[src/rtl/pattern_match_sequencer.sv]
// Pattern detector control: classifies one word per handshake against NPAT
// masked pattern slots, scanning one slot per cycle from index 0 upward.
module pattern_match_sequencer #(
  parameter int W    = 16,
  parameter int NPAT = 4,
  parameter int IDXW = 2
) (
  input  logic            clk,
  input  logic            rst_n,
  input  logic            cfg_we,
  input  logic [IDXW-1:0] cfg_idx,
  input  logic [W-1:0]    cfg_pat,
  input  logic [W-1:0]    cfg_mask,
  input  logic            cfg_en,
  input  logic            in_valid,
  output logic            in_ready,
  input  logic [W-1:0]    in_data,
  output logic            out_valid,
  input  logic            out_ready,
  output logic            out_hit,
  output logic [IDXW-1:0] out_idx,
  output logic            busy
);

  typedef enum logic [1:0] {
    ST_IDLE = 2'd0,
    ST_SCAN = 2'd1,
    ST_DONE = 2'd2
  } state_e;

  localparam logic [IDXW-1:0] LAST_IDX = IDXW'(NPAT - 1);

  state_e          state_q, state_d;
  logic [IDXW-1:0] ptr_q, ptr_d;
  logic [W-1:0]    data_q, data_d;
  logic            out_hit_q, out_hit_d;
  logic [IDXW-1:0] out_idx_q, out_idx_d;
  logic            out_valid_q, out_valid_d;
  logic            in_ready_q, in_ready_d;
  logic            busy_q, busy_d;

  logic [W-1:0]    pat_q  [NPAT];
  logic [W-1:0]    pat_d  [NPAT];
  logic [W-1:0]    mask_q [NPAT];
  logic [W-1:0]    mask_d [NPAT];
  logic [NPAT-1:0] en_q, en_d;

  logic            cfg_in_range_s;
  logic            cur_match_s;

  // A cleared mask bit turns that bit position into a wildcard.
  function automatic logic slot_match(input logic [W-1:0] data,
                                      input logic [W-1:0] pat,
                                      input logic [W-1:0] mask,
                                      input logic         en);
    return en && (((data ^ pat) & mask) == {W{1'b0}});
  endfunction

  assign cfg_in_range_s = ({{(32-IDXW){1'b0}}, cfg_idx} < $unsigned(NPAT));
  assign cur_match_s    = slot_match(data_q, pat_q[ptr_q], mask_q[ptr_q], en_q[ptr_q]);

  // Slot table next-state: a write lands at the edge, so a compare in the
  // same cycle still sees the old contents.
  always_comb begin
    en_d = en_q;
    for (int s = 0; s < NPAT; s++) begin
      if (cfg_we && cfg_in_range_s && (cfg_idx == IDXW'(s))) begin
        pat_d[s]  = cfg_pat;
        mask_d[s] = cfg_mask;
        en_d[s]   = cfg_en;
      end else begin
        pat_d[s]  = pat_q[s];
        mask_d[s] = mask_q[s];
        en_d[s]   = en_q[s];
      end
    end
  end

  // Slot table registers.
  always_ff @(posedge clk or negedge rst_n) begin
    if (!rst_n) begin
      for (int s = 0; s < NPAT; s++) begin
        pat_q[s]  <= {W{1'b0}};
        mask_q[s] <= {W{1'b0}};
      end
      en_q <= {NPAT{1'b0}};
    end else begin
      for (int s = 0; s < NPAT; s++) begin
        pat_q[s]  <= pat_d[s];
        mask_q[s] <= mask_d[s];
      end
      en_q <= en_d;
    end
  end

  // Sequencer next-state and result capture.
  always_comb begin
    state_d   = state_q;
    ptr_d     = ptr_q;
    data_d    = data_q;
    out_hit_d = out_hit_q;
    out_idx_d = out_idx_q;
    case (state_q)
      ST_IDLE: begin
        if (in_valid && in_ready_q) begin
          data_d  = in_data;
          ptr_d   = {IDXW{1'b0}};
          state_d = ST_SCAN;
        end else begin
          state_d = ST_IDLE;
        end
      end
      ST_SCAN: begin
        if (cur_match_s) begin
          out_hit_d = 1'b1;
          out_idx_d = ptr_q;
          state_d   = ST_DONE;
        end else if (ptr_q == LAST_IDX) begin
          out_hit_d = 1'b0;
          out_idx_d = {IDXW{1'b0}};
          state_d   = ST_DONE;
        end else begin
          ptr_d   = ptr_q + IDXW'(1);
          state_d = ST_SCAN;
        end
      end
      ST_DONE: begin
        if (out_ready) begin
          state_d = ST_IDLE;
        end else begin
          state_d = ST_DONE;
        end
      end
      default: begin
        state_d = ST_IDLE;
        ptr_d   = {IDXW{1'b0}};
      end
    endcase
    // Handshake flags are registered from the next state, so in_ready only
    // rises the cycle after the result is consumed.
    out_valid_d = (state_d == ST_DONE);
    in_ready_d  = (state_d == ST_IDLE);
    busy_d      = (state_d != ST_IDLE);
  end

  // Sequencer registers.
  always_ff @(posedge clk or negedge rst_n) begin
    if (!rst_n) begin
      state_q     <= ST_IDLE;
      ptr_q       <= {IDXW{1'b0}};
      data_q      <= {W{1'b0}};
      out_hit_q   <= 1'b0;
      out_idx_q   <= {IDXW{1'b0}};
      out_valid_q <= 1'b0;
      in_ready_q  <= 1'b0;
      busy_q      <= 1'b0;
    end else begin
      state_q     <= state_d;
      ptr_q       <= ptr_d;
      data_q      <= data_d;
      out_hit_q   <= out_hit_d;
      out_idx_q   <= out_idx_d;
      out_valid_q <= out_valid_d;
      in_ready_q  <= in_ready_d;
      busy_q      <= busy_d;
    end
  end

  assign in_ready  = in_ready_q;
  assign out_valid = out_valid_q;
  assign out_hit   = out_hit_q;
  assign out_idx   = out_idx_q;
  assign busy      = busy_q;

endmodule

[config.mk]
export PLATFORM = sky130hd
export DESIGN_NAME = pattern_match_sequencer
export DESIGN_NICKNAME = d
export VERILOG_FILES = /design/src/rtl/pattern_match_sequencer.sv
export SDC_FILE = /design/constraint.sdc
export NUM_CORES = 1
export LEC_CHECK = 0
export ABC_AREA = 0
export CAP_MARGIN = 20
export CORE_MARGIN = 5
export CORE_UTILIZATION = 35
export DETAILED_ROUTE_END_ITERATION = 8
export GPL_TIMING_DRIVEN = 1
export PLACE_DENSITY_LB_ADDON = 0.3
export SYNTH_ARGS = -nofsm -noshare
export SYNTH_HDL_FRONTEND = slang
export SYNTH_SLANG_ARGS = --single-unit
[constraint.sdc]
create_clock -name clk -period 2 [get_ports clk]
set_input_delay 0.4 -clock clk [delete_from_list [all_inputs] [get_ports clk]]
set_output_delay 0.4 -clock clk [all_outputs]
set_load 0.05 [all_outputs]
==> impl_metrics.csv, run 1 <==
group,metric,value,unit
synth,netlist.top_cell.by_area,"sky130_fd_sc_hd__dfrtp_1",
critical_path,critical_path_required,2.32,ns
routing,route.detailed.drc,0,
power,internal-power,0.00789,W
timing,setup_violations,2,
global_routing,antenna_found_initial,0,
power,power.switching_fraction,31.6,%
timing,final.period_utilization,102,%
timing,timing.final.ws_setup,-0.0399,ns
routing,dr.max_layer_used,"met4",
critical_path,timing.critical_path.cells,"buf_6, xor2_1, a22oi_1, nand4_1, nor2_4, o211ai_1, a31o_2, a22o_1",
power,clockPowerShare,29.8,%
synth,synth_fp_nets,556,
timing,fin_worst_skew,0.00662,ns
global_routing,largest_net_degree_at_the_start_of_global_routing,52,
floorplan,floorplan.initialDensity,35.6,%
timing,report.final.slew_viol_count,0,
timing,rsz0062_at_grt,"true",
critical_path,timing.setup.critical_path_class,"flop to flop",
synth,ys_warn_count,0,
power,seq_power_share,40.0,%
clocking,htree_num_levels,4,
final_layout,area_growth_syn_to_layout,26.7,%
placed_design,numPortBuffers,61,
floorplan,design.die.area,0.0227,sq mm
synth,postSynthCellCount,499,
final_layout,fill_cell_count,1759,
placed_design,gp_congestion,0.798,
routing,routed_wire_length_per_instance,18.5,um
status,violations_in_the_final_reports,"negative setup slack",
timing,worst-slew-pin-transition,0.529,ns
critical_path,critPathCaptureType,"flop",
worst_hold_path,class_of_the_tightest_hold_or_removal_check,"input port to asynchronous set/reset pin",
routing,wl,15800,um
timing,hold_viol_final,0,
floorplan,placement_rows,51,
power,totalPowerFinal,0.0115,W
clocking,clk_root_buffer_cell,"sky130_fd_sc_hd__clkbuf_16",
routing,met3_wl_post_dr,573,um
critical_path,cp_max_fo,4,
status,status,"complete, but fails checks",
power,power.net_switching,0.00364,W
routing,num_vias,4210,
timing,relative_slew_margins,64.9,%
critical_path,startpoint_type,"flop",
final_layout,insertedDiodeCount,0,
synth,synth_area,0.00693,sq mm
critical_path,timing.critical_path.slowest_cell_delay,0.40,ns
global_routing,grtUsageTotal,15.1,%
power,p_comb_share,30.2,%
routing,drt_first_iter_violations,193,
clocking,numCtsBuffers,17,
clocking,insertion_delay,0.43,ns
routing,wl_met2,7780,um
global_routing,first_global_vias,4734,
synth,synth-seq-area-share,57.1,%
power,p_leak,3.78,nW
power,vdd.ir_drop.worst,0.000634,V
global_routing,global_route_wire_length_before_repair,25800,um
clocking,tritoncts,"built",
routing,ant_nets,0,
routing,initial_drt_pass_iterations,5,
synth,ys_seq_elements,158,
routing,route.layer.met1.wl,7210,um
synth,synth.lib_cells_used.distinct,37,
final_layout,post_route_cells_drive_above_1_share,38.7,%
power,power_density,1310,mW/mm^2
critical_path,timing.critical_path.arrival,2.36,ns
final_layout,nNetsFinal,636,
synth,synth_edf_count,0,
critical_path,critical_path.slowest_cell,"sky130_fd_sc_hd__dfrtp_1",
routing,viasPerCell,4.92,
clocking,clockBufferDepth,2,
floorplan,core-area,0.0195,sq mm
placed_design,pre_cts_slack,-0.143,ns
floorplan,design.portCount,62,
synth,ys_top_cells_by_area,"sky130_fd_sc_hd__dfrtp_1, sky130_fd_sc_hd__mux2_2, sky130_fd_sc_hd__xor2_1",
global_routing,grt_overflow,0,
synth,async_flop_share,100,%
placed_design,dp_hpwl,11100,um
synth,postSynthAreaPerCell,13.9,sq um
clocking,cts.clk_slew.worst_paths,0.06,ns
clocking,tritoncts_num_sinks,158,
timing,fmaxAchievable,490,MHz
synth,netlist.area_leader.share,57.1,%
critical_path,crit_buf_inv,1,
floorplan,die_w,151,um
timing,post-route-min-period,2.04,ns
critical_path,cpLargestDelayFamily,"compound AO/OA/AOI/OAI gates",
synth,synth_ff_type,"sky130_fd_sc_hd__dfrtp_1",
run,maximum_capacitance_violations,0,
floorplan,floorplan.die.height,151,um
==> stage by stage <==
step | std cells | TNS, ns | util, % | instance area (sq um) | hold slack (ns)
2_1_floorplan | 499 | 0 | - | 6930 | 0.104
3_3_place_gp | 821 | -0.189 | 41.4 | 8050 | 0.383
3_5_place_dp | 821 | -0.312 | 41.4 | 8050 | 0.390
4_1_cts | 857 | -0.0182 | 45.0 | 8750 | 0.508
5_1_grt | 856 | -0.491 | 45.1 | 8780 | 0.514
6_report | 856 | -0.0782 | 45.1 | 8780 | 0.506
==> sequential cells by signal, summed over array words and instances (netlist names), 2 cells and up <==
| register | flops |
|---|---|
| out_idx | 2 |
| ptr_q | 2 |
| pat_q | 64 |
| state_q | 2 |
| data_q | 16 |
| mask_q | 64 |
| en_q | 4 |
==> cells in the mapped netlist (2+ instances only) <==
master,count
sky130_fd_sc_hd__buf_2,3
sky130_fd_sc_hd__o21a_1,2
sky130_fd_sc_hd__a41oi_1,2
sky130_fd_sc_hd__mux2_2,149
sky130_fd_sc_hd__nand2_1,14
sky130_fd_sc_hd__clkbuf_1,26
sky130_fd_sc_hd__nand3b_1,2
sky130_fd_sc_hd__nand3_1,12
sky130_fd_sc_hd__a22o_1,2
sky130_fd_sc_hd__dfrtp_1,158
sky130_fd_sc_hd__nand4_1,4
sky130_fd_sc_hd__a222oi_1,4
sky130_fd_sc_hd__inv_1,3
sky130_fd_sc_hd__xor2_1,60
sky130_fd_sc_hd__nor2_1,7
sky130_fd_sc_hd__xnor2_1,2
sky130_fd_sc_hd__a22oi_1,18
sky130_fd_sc_hd__o21ai_0,2
sky130_fd_sc_hd__a21oi_1,9
sky130_fd_sc_hd__mux2i_1,3
==> path summary, 6_finish.rpt <==
| kind | from | end | slack (ns) | cells past startpoint |
|---|---|---|---|---|
| worst min-delay path | rst_n | data_q[8]$_DFFE_PN0P_ | 0.51 | 2 |
| worst min register to register | mask_q[30]$_DFFE_PN0P_ | mask_q[30]$_DFFE_PN0P_ | 0.51 | 1 |
| min in group clk | mask_q[30]$_DFFE_PN0P_ | mask_q[30]$_DFFE_PN0P_ | 0.51 | 1 |
| worst max-delay path | data_q[8]$_DFFE_PN0P_ | out_idx[0]$_DFFE_PN0P_ | -0.04 | 8 |
| max in group asynchronous | rst_n | data_q[12]$_DFFE_PN0P_ | 0.79 | 3 |
| worst max register to register | data_q[8]$_DFFE_PN0P_ | out_idx[0]$_DFFE_PN0P_ | -0.04 | 8 |
==> placed cells by master (no fill, tap or decap), types with 2 or more instances in the layout <==
cell type and n:
sky130_fd_sc_hd__a21oi_1 7, sky130_fd_sc_hd__a21oi_2 2, sky130_fd_sc_hd__a222oi_1 4, sky130_fd_sc_hd__a22o_1 2
sky130_fd_sc_hd__a22oi_1 15, sky130_fd_sc_hd__a22oi_2 3, sky130_fd_sc_hd__buf_12 7, sky130_fd_sc_hd__buf_4 20
sky130_fd_sc_hd__buf_6 3, sky130_fd_sc_hd__bufinv_16 4, sky130_fd_sc_hd__clkbuf_16 17, sky130_fd_sc_hd__clkbuf_8 3
sky130_fd_sc_hd__clkdlybuf4s50_1 55, sky130_fd_sc_hd__clkinv_2 4, sky130_fd_sc_hd__clkinvlp_4 2, sky130_fd_sc_hd__dfrtp_1 156
sky130_fd_sc_hd__dfrtp_2 2, sky130_fd_sc_hd__dlygate4sd2_1 4, sky130_fd_sc_hd__inv_1 3, sky130_fd_sc_hd__mux2_2 149
sky130_fd_sc_hd__mux2i_1 3, sky130_fd_sc_hd__nand2_1 14, sky130_fd_sc_hd__nand3_1 9, sky130_fd_sc_hd__nand3_2 3
sky130_fd_sc_hd__nand3b_1 2, sky130_fd_sc_hd__nand4_1 4, sky130_fd_sc_hd__nor2_1 5, sky130_fd_sc_hd__o21a_1 2
sky130_fd_sc_hd__xnor2_1 2, sky130_fd_sc_hd__xor2_1 60
==> kinds of logic (layout without fill, tap and decap cells) <==
kind of cell             Yosys count  in the layout  share of synthesized area, %
AO/OA/AOI/OAI                     47             47                          5.04
AND/OR/NAND/NOR                   46             46                          3.27
XOR/XNOR                          62             62                          7.84
buffers and inverters             33            125                          1.95
flip-flops                       158            158                          57.1
adder cells (fa/ha/maj)            1              1                         0.181
multiplexers                     152            152                          24.7
==> metal layers <==
layer	GRT usage [%]	vias to the layer above
met3	3.55	25
met5	0	-
met1	19.6	2177
met4	5.35	0
li1	-	1930
met2	24.8	78
==> timing repair <==
action / in CTS / in global routing
hold endpoints to repair: 48 / 0
setup buffers: 4 / 0
hold buffers: 1 / 0
endpoints found under the setup margin: 7 / 8
pin swaps: 14 / 12
gates resized for setup: 12 / 11
==> cell type report <==
class	count	area (sq um)	share of cell area, %
timing repair buffer	91	932	10.6
multi-input combinational	308	2910	33.2
clock inverter	11	164	1.87
sequential	158	3960	45.1
tap	265	332	3.78
inverter	3	11.3	0.128
clock buffer	20	467	5.32
==> worst register-to-register path: stages (launching register included) <==
cell and delay [ns]:
sky130_fd_sc_hd__dfrtp_1 0.40, sky130_fd_sc_hd__buf_6 0.14, sky130_fd_sc_hd__xor2_1 0.14, sky130_fd_sc_hd__a22oi_1 0.22
sky130_fd_sc_hd__nand4_1 0.24, sky130_fd_sc_hd__nor2_4 0.18, sky130_fd_sc_hd__o211ai_1 0.13, sky130_fd_sc_hd__a31o_2 0.29
sky130_fd_sc_hd__a22o_1 0.21
==> power by group through the flow <==
stage / Sequential (W) / Clock (W) / Combinational [W]
2_1_floorplan: 0.00451 / 0 / 0.00225
3_3_place_gp: 0.00463 / 0 / 0.00334
3_5_place_dp: 0.00467 / 0 / 0.00339
4_1_cts: 0.00462 / 0.00353 / 0.00346
5_1_grt: 0.00472 / 0.00366 / 0.00380
6_report: 0.00462 / 0.00344 / 0.00348
(Power assumes the default switching activity.)
==> inputs of run 2 (changes only) <==
--- a/config.mk
+++ b/config.mk
@@ -12,6 +12,7 @@
 export DETAILED_ROUTE_END_ITERATION = 8
 export GPL_TIMING_DRIVEN = 1
 export PLACE_DENSITY_LB_ADDON = 0.3
+export SLEW_MARGIN = 10
 export SYNTH_ARGS = -nofsm -noshare
 export SYNTH_HDL_FRONTEND = slang
 export SYNTH_SLANG_ARGS = --single-unit
==> results of run 2 <==
Final layout, timing and power as in run 1 (identical DEF).
==> inputs of run 3 (changes only) <==
--- a/config.mk
+++ b/config.mk
@@ -6,7 +6,7 @@
 export NUM_CORES = 1
 export LEC_CHECK = 0
 export ABC_AREA = 0
-export CAP_MARGIN = 20
+export CAP_MARGIN = 10
 export CORE_MARGIN = 5
 export CORE_UTILIZATION = 35
 export DETAILED_ROUTE_END_ITERATION = 8
==> results of run 3 <==
Final layout, timing and power as in run 1 (identical DEF).
